**src/rtl/leg_mem_arb_pkg.sv**
```systemverilog
// leg_mem_arb_pkg: shared types for the memory port arbiter
package leg_mem_arb_pkg;
  typedef enum logic [1:0] {IDLE, I_RD, D_RD, D_WR} arb_state_t;
  typedef enum logic {OWN_I, OWN_D} owner_t;
endpackage

```
**src/rtl/mem_arb_stats.sv**
```systemverilog
// mem_arb_stats: saturating grant/conflict counters for the memory port arbiter
module mem_arb_stats (
  input  logic        i_clk,
  input  logic        i_rst_n,
  input  logic        i_i_gnt,
  input  logic        i_d_gnt,
  input  logic        i_conflict,
  output logic [31:0] o_stat_i_grants,
  output logic [31:0] o_stat_d_grants,
  output logic [31:0] o_stat_conflicts
);
  always_ff @(posedge i_clk or negedge i_rst_n) begin
    if (!i_rst_n) begin
      o_stat_i_grants  <= '0;
      o_stat_d_grants  <= '0;
      o_stat_conflicts <= '0;
    end else begin
      if (i_i_gnt && !(&o_stat_i_grants)) o_stat_i_grants <= o_stat_i_grants + 32'd1;
      if (i_d_gnt && !(&o_stat_d_grants)) o_stat_d_grants <= o_stat_d_grants + 32'd1;
      if (i_conflict && !(&o_stat_conflicts)) o_stat_conflicts <= o_stat_conflicts + 32'd1;
    end
  end
endmodule

```
**src/rtl/mem_port_arbiter.sv**
```systemverilog
// mem_port_arbiter: shares one memory port between fetch and load/store; MEM_ARB_STATS_EN adds grant/conflict counters
module mem_port_arbiter
  import leg_mem_arb_pkg::*;
#(
  parameter int ADDR_WIDTH   = 32,
  parameter int WORD_WIDTH   = 32,
  parameter int MAX_D_STREAK = 4
) (
  input  logic                  i_clk,
  input  logic                  i_rst_n,
  input  logic                  i_flush,
  input  logic                  i_i_req,
  input  logic [ADDR_WIDTH-1:0] i_i_addr,
  output logic                  o_i_gnt,
  output logic                  o_i_stall,
  output logic                  o_i_rvalid,
  input  logic                  i_d_req,
  input  logic                  i_d_we,
  input  logic [ADDR_WIDTH-1:0] i_d_addr,
  input  logic [WORD_WIDTH-1:0] i_d_wdata,
  output logic                  o_d_gnt,
  output logic                  o_d_rvalid,
  output logic [WORD_WIDTH-1:0] o_rdata,
  output logic [ADDR_WIDTH-1:0] o_mem_addr,
  output logic                  o_mem_write,
  output logic [WORD_WIDTH-1:0] o_mem_wdata,
  input  logic [WORD_WIDTH-1:0] i_mem_data
`ifdef MEM_ARB_STATS_EN
  ,
  output logic [31:0]           o_stat_i_grants,
  output logic [31:0]           o_stat_d_grants,
  output logic [31:0]           o_stat_conflicts
`endif
);
  localparam int SW = $clog2(MAX_D_STREAK + 1);
  arb_state_t    state, state_nxt;
  owner_t        owner;
  logic [SW-1:0] streak;
  logic          forced, i_gnt, d_gnt;
  always_ff @(posedge i_clk or negedge i_rst_n) begin
    if (!i_rst_n) state <= IDLE;
    else          state <= state_nxt;
  end
  // Grants are gated by reset so nothing reaches the memory while held in reset
  always_comb begin
    forced      = i_i_req && streak == SW'(MAX_D_STREAK);
    i_gnt       = i_rst_n & i_i_req & ~i_flush & (~i_d_req | forced);
    d_gnt       = i_rst_n & i_d_req & ~i_gnt;
    owner       = i_gnt ? OWN_I : OWN_D;
    state_nxt   = i_gnt ? I_RD : d_gnt ? (i_d_we ? D_WR : D_RD) : IDLE;
    o_i_gnt     = i_gnt;
    o_d_gnt     = d_gnt;
    o_i_stall   = i_rst_n & i_i_req & ~i_gnt;
    o_i_rvalid  = state == I_RD && !i_flush;
    o_d_rvalid  = state == D_RD;
    o_mem_addr  = (i_gnt | d_gnt) ? (owner == OWN_I ? i_i_addr : i_d_addr) : '0;
    o_mem_write = d_gnt & i_d_we;
    o_mem_wdata = (d_gnt & i_d_we) ? i_d_wdata : '0;
  end
  assign o_rdata = i_mem_data;
  // Streak counts D wins while I is waiting; any gap in I's request resets it
  always_ff @(posedge i_clk or negedge i_rst_n) begin
    if (!i_rst_n)                                        streak <= '0;
    else if (i_gnt || !i_i_req)                          streak <= '0;
    else if (d_gnt && streak != SW'(MAX_D_STREAK))       streak <= streak + 1'b1;
  end
`ifdef MEM_ARB_STATS_EN
  mem_arb_stats u_stats (
    .i_clk           (i_clk),
    .i_rst_n         (i_rst_n),
    .i_i_gnt         (i_gnt),
    .i_d_gnt         (d_gnt),
    .i_conflict      (i_rst_n & i_i_req & i_d_req),
    .o_stat_i_grants (o_stat_i_grants),
    .o_stat_d_grants (o_stat_d_grants),
    .o_stat_conflicts(o_stat_conflicts)
  );
`endif
endmodule

```
**config.mk**
```make
export PLATFORM = sky130hd
export DESIGN_NAME = mem_port_arbiter
export DESIGN_NICKNAME = d
export VERILOG_FILES = /design/src/rtl/leg_mem_arb_pkg.sv /design/src/rtl/mem_arb_stats.sv /design/src/rtl/mem_port_arbiter.sv
export SDC_FILE = /design/constraint.sdc
export NUM_CORES = 1
export LEC_CHECK = 0
export ABC_AREA = 1
export ABC_CLOCK_PERIOD_IN_PS = 1750
export CAP_MARGIN = 20
export CORE_AREA = 2 2 92 94
export CTS_CLUSTER_DIAMETER = 120
export DETAILED_ROUTE_END_ITERATION = 12
export DIE_AREA = 0 0 94 96
export PLACE_DENSITY = 0.75
export SLEW_MARGIN = 15
export SYNTH_ARGS = -nofsm -noshare
export SYNTH_HDL_FRONTEND = slang
export SYNTH_SLANG_ARGS = --single-unit
```
**constraint.sdc**
```tcl
create_clock -name i_clk -period 1.75 [get_ports i_clk]
set_input_delay 0.175 -clock i_clk [delete_from_list [all_inputs] [get_ports i_clk]]
set_output_delay 0.175 -clock i_clk [all_outputs]
set_load 0.05 [all_outputs]
```
Yosys cells after proc, flatten, opt, wreduce, memory -nomap -nowiden:

Cells that the tools add are included.

* input port bits: 134
* bits in read-only memories: 0
* bits in latches: 0
* output and inout bits: 102
* memories: 0
* bits in writable memories: 0
* register bits after elaboration: 5

* shifts and indexed selects: 0
* muxes and demuxes: 8
* divide/modulo/power cells: 0
* bitwise logic cells: 12
* order comparisons: 0
* multiply operators: 0
* reduce and logical (&&, ||, !) cells: 7
* equal/unequal tests: 4
* add/subtract/negate cells: 1

Operators by type and width (number)
* 2-to-1 mux 32 bit: 3
* bitwise AND 1 bit: 7
* 2-to-1 mux 3 bit: 2
* 2-to-1 mux 2 bit: 2
* adder 3 x 1 -> 3 bit (second input constant): 1
* == test 3 bit (second input constant): 1
* logical AND 1 bit: 3
* inequality test 3 bit (second input constant): 1
* NOT 1 bit: 3
* == test 2 x 1 -> 1 bit (second input constant): 1
* == test 2 bit (second input constant): 1
* logical NOT 1 bit: 2
* OR 1 bit: 2
* nonzero test 2 bit: 1
* logical OR 1 bit: 1
* 2-to-1 mux 1 bit: 1

Longest topological paths before layout:

* word-level depth: 9
* depth in mapped cells: 9
* depth with buffers taken out: 8

Least setup slack after synthesis:

No wires, ideal clock.

* kind: register to output
* from: register streak[0]
* to: output port o_d_gnt
* arrival: 1.880 ns
* stages on the path, launching flop included: 9
* path buffers: 1
* data required time: 1.575 ns
* setup slack: -0.305 ns
* path through: dfrtp_1 > inv_1 > ha_1 > nand2_4 > nand2_4 > nand2_4 > buf_6 > inv_2 > nor2_1

* word-level cells in the longest chain between the ends: 6

RTL lines
* from (decl): line mem_port_arbiter.sv:38 `logic [SW-1:0] streak;`
* from (signal assigned): line mem_port_arbiter.sv:65 `else if (d_gnt && streak != SW'(MAX_D_STREAK)) streak <= streak + 1'b1;`
* == test 3 bit: line mem_port_arbiter.sv:46 `forced = i_i_req && streak == SW'(MAX_D_STREAK);`
* logical AND 1 bit: line mem_port_arbiter.sv:46
* OR 1 bit: line mem_port_arbiter.sv:47 `i_gnt = i_rst_n & i_i_req & ~i_flush & (~i_d_req | forced);`
* bitwise AND 1 bit: line mem_port_arbiter.sv:47
* via o_i_gnt: line mem_port_arbiter.sv:14 `output logic o_i_gnt,`
* NOT 1 bit: line mem_port_arbiter.sv:48 `d_gnt = i_rst_n & i_d_req & ~i_gnt;`
* bitwise AND 1 bit: line mem_port_arbiter.sv:48
* to (decl): line mem_port_arbiter.sv:21 `output logic o_d_gnt,`

The timed path passes the listed nets, and every way through them passes these cells.

Final worst setup path:

* from: register streak[1]
* to: output port o_mem_wdata[1]

* word-level cells in the longest chain between the ends: 8

RTL lines
* == test 3 bit: line mem_port_arbiter.sv:46
* logical AND 1 bit: line mem_port_arbiter.sv:46
* OR 1 bit: line mem_port_arbiter.sv:47
* bitwise AND 1 bit: line mem_port_arbiter.sv:47
* NOT 1 bit: line mem_port_arbiter.sv:48
* bitwise AND 1 bit: line mem_port_arbiter.sv:48
* bitwise AND 1 bit: line mem_port_arbiter.sv:58 `o_mem_wdata = (d_gnt & i_d_we) ? i_d_wdata : '0;`
* 2-to-1 mux 32 bit: line mem_port_arbiter.sv:58
* to (decl): line mem_port_arbiter.sv:26 `output logic [WORD_WIDTH-1:0] o_mem_wdata,`

No other way between the ends.

==> metrics.yaml <==
synth_area_mm2: 0.00174
crit_required_ns: 1.57
crit_cells: 9
wl_um: 8000
cts_tree: "built"
tns_ns: -6.50
endpoint_kind: "output port"
cp.arrival_ns: 1.72
max-cap-violations: 0
critPathTopFamily: "buffers and inverters"
critPathMaxFanout: 6
use_met3_pct: 3.84
area_delta_synth_final_pct: 151
rows: 33
design_area_mm2: 0.00438
antennaDiodeCount: 0
clk_pin_slew_ns: 0.04
synthFlopType: "dfrtp_1"
synth.yosys.warnings: 0
dpl_cell_area_mm2: 0.00384
die_area_mm2: 0.00902
grt_max_degree: 33
peakVddDrop_v: 0.000178
p_leak_uw: 0.00219
hold_class: "in2async"
clock.fmax_ghz: 0.529
ys_types: 22
powerDensity_mw_per_mm2: 334
synth-edff-count: 0
top_usage_layer: "met2"
fillers: 701
grt_overflow: 0
drt_iter0_drc: 46
clock_path_buffers: 2
port_buffers: 171
grt_use_met1_pct: 17.2
cts_root_buf: "clkbuf_8"
worstRegToRegCells: 10
worstSetupPathType: "reg2out"
setup_slack_ns: -0.141
clkSinkCount: 5
drive_gt1_share_pct: 35.3
rsz0062_at_grt: "true"
setup_viol: 64
hold_buffers: 0
cp_num_buf_inv: 3
slew_viol_final: 0
ant_nets: 0
status: "finished with violations"
num_vias: 2411
die_h_um: 96
worst_pin_slew_ns: 0.223
synthesis.nets: 449
grt_util_met2_pct: 31.3
cpMostUsedCell: "nand2_4"
htreeDepth: 1
async_flop_share_pct: 100
cts_made_buffers: 3
clk_latency_ns: 0.22
max_stage_delay_ns: 0.37
nets: 610
crit_chain: "inv_2, ha_4, nand2_4, nand2_4, nand2_8, nand3_4, bufbuf_16, nor2_4, buf_8"
violations: "negative setup slack"
yosys_register_bits: 5
initial_core_util_pct: 21.7
min_period_ns: 1.89
wire_per_inst_um: 13.8
coreArea_mm2: 0.00805
dp_hpwl_um: 5440
slew_headroom_pct: 85.1
avgViaCountPerCell: 4.17
io_pins: 236
drc: 0
start_kind: "register"
die_x_um: 94
seq_area_frac_synth_pct: 7.17
drtPass1Iterations: 4
worst_path_max_delay_cell: "dfrtp_1"
gp_congestion: 0.766
grt_pass1_wl_um: 11700
grt_use_total_pct: 16.0
postSynthCellCount: 313
fin_crit_sh_pct: 108
grt_pass1_vias: 2491
antenna_found_initial: 0
hold_viol: 0
skew_ns: 0.00344
syn_avg_cell_area_um2: 5.57
[per-stage QoR]
step,hold WS (ns),power [uW],util [%],instances,setup slack [ns]
after floorplan,-0.121,805,-,313,-0.109
after global placement,0.350,1140,47.7,555,-0.0513
after detailed placement,0.350,1150,47.7,555,-0.0921
after CTS,0.0727,1440,52.9,575,-0.0931
after global routing,0.0971,1530,54.3,578,-0.200
final,0.0703,1460,54.3,578,-0.141
[registers in the layout, summed over array words and instances, names as in the netlist]
register,flops
state,2
streak,3
[cell usage in the layout, fill, tap and decap left out, drive strengths merged]
cell type	instances
clkbuf	5
bufbuf	1
ha	2
nand2	46
nand3b	32
nand3	4
inv	103
nor2	40
nand4	1
clkdlybuf4s50	99
a21oi	1
o21ai	32
buf	100
dfrtp	5
dlygate4sd2	2
[metal layers]
| metal | part of all wire (%) | wire length [um] |
|---|---|---|
| met1 | 35 | 2800 |
| met2 | 56 | 4490 |
| met3 | 7.0 | 562 |
| met4 | 1.8 | 146 |
| met5 | 0 | 0 |
[final timing paths]
kind | startpoint | endpoint | slack (ns)
min in group i_clk | i_mem_data[10] | o_rdata[10] | 0.35
worst max-delay path | streak[1]$_DFFE_PN0P_ | o_mem_wdata[1] | -0.14
worst min-delay path | i_rst_n | streak[2]$_DFFE_PN0P_ | 0.07
worst max register to register | streak[0]$_DFFE_PN0P_ | streak[0]$_DFFE_PN0P_ | 0.20
max in group asynchronous | i_rst_n | streak[0]$_DFFE_PN0P_ | 1.57
worst min register to register | streak[2]$_DFFE_PN0P_ | streak[2]$_DFFE_PN0P_ | 0.66
[final cells by class]
type / count / area (um2) / share of cell area, %
tap: 105 / 131 / 3.00
clock buffer: 4 / 45.0 / 1.03
timing repair buffer: 203 / 2550 / 58.4
inverter: 103 / 392 / 8.95
multi-input combinational: 158 / 1130 / 25.8
sequential: 5 / 125 / 2.86
[where the power goes]
part	switching, uW	internal [uW]	total, uW
clock	54.1	156	210
combinational	554	572	1130
sequential	3.05	121	125
[synth_stat cells (2+ instances only)]
library cell | count | area share, %
o21ai_0 | 11 | 3.2
nand2_1 | 41 | 8.8
inv_1 | 101 | 22
dfrtp_1 | 5 | 7.2
ha_1 | 2 | 1.4
buf_4 | 32 | 14
o21ai_1 | 13 | 3.7
o21ai_2 | 8 | 4.0
inv_2 | 2 | 0.43
nor2_2 | 10 | 3.6
nor2_1 | 29 | 6.2
buf_6 | 6 | 3.9
buf_2 | 7 | 2.0
nand2_4 | 3 | 1.9
nand3_1 | 3 | 0.86
nand3b_1 | 32 | 14
nand2_2 | 2 | 0.72
clkbuf_1 | 2 | 0.43
[worst reg2reg max path, cell delays in order (launching register included)]
cell and delay, ns:
dfrtp_1 0.38, inv_2 0.09, ha_4 0.14, nand2_4 0.05, nand2_4 0.09, nand2_8 0.08
buf_16 0.16, buf_12 0.14, buf_4 0.14, nand2_1 0.10, nor2_1 0.06
[cell families (layout without fill, tap and decap cells)]
logic type,count (synthesis),in the layout,synth area share (%)
buf+inv,150,310,42.3
fa+ha+maj,2,2,1.43
simple gates,123,123,37.9
flops,5,5,7.17
compound gates,33,33,11.2
[what timing repair did]
action,4_1_cts,5_1_grt
setup buffers,13,3
gates cloned,3,1
gates resized for setup,62,25
pin swaps,14,1
endpoints found under the setup margin,67,68
(Power assumes the default switching activity.)
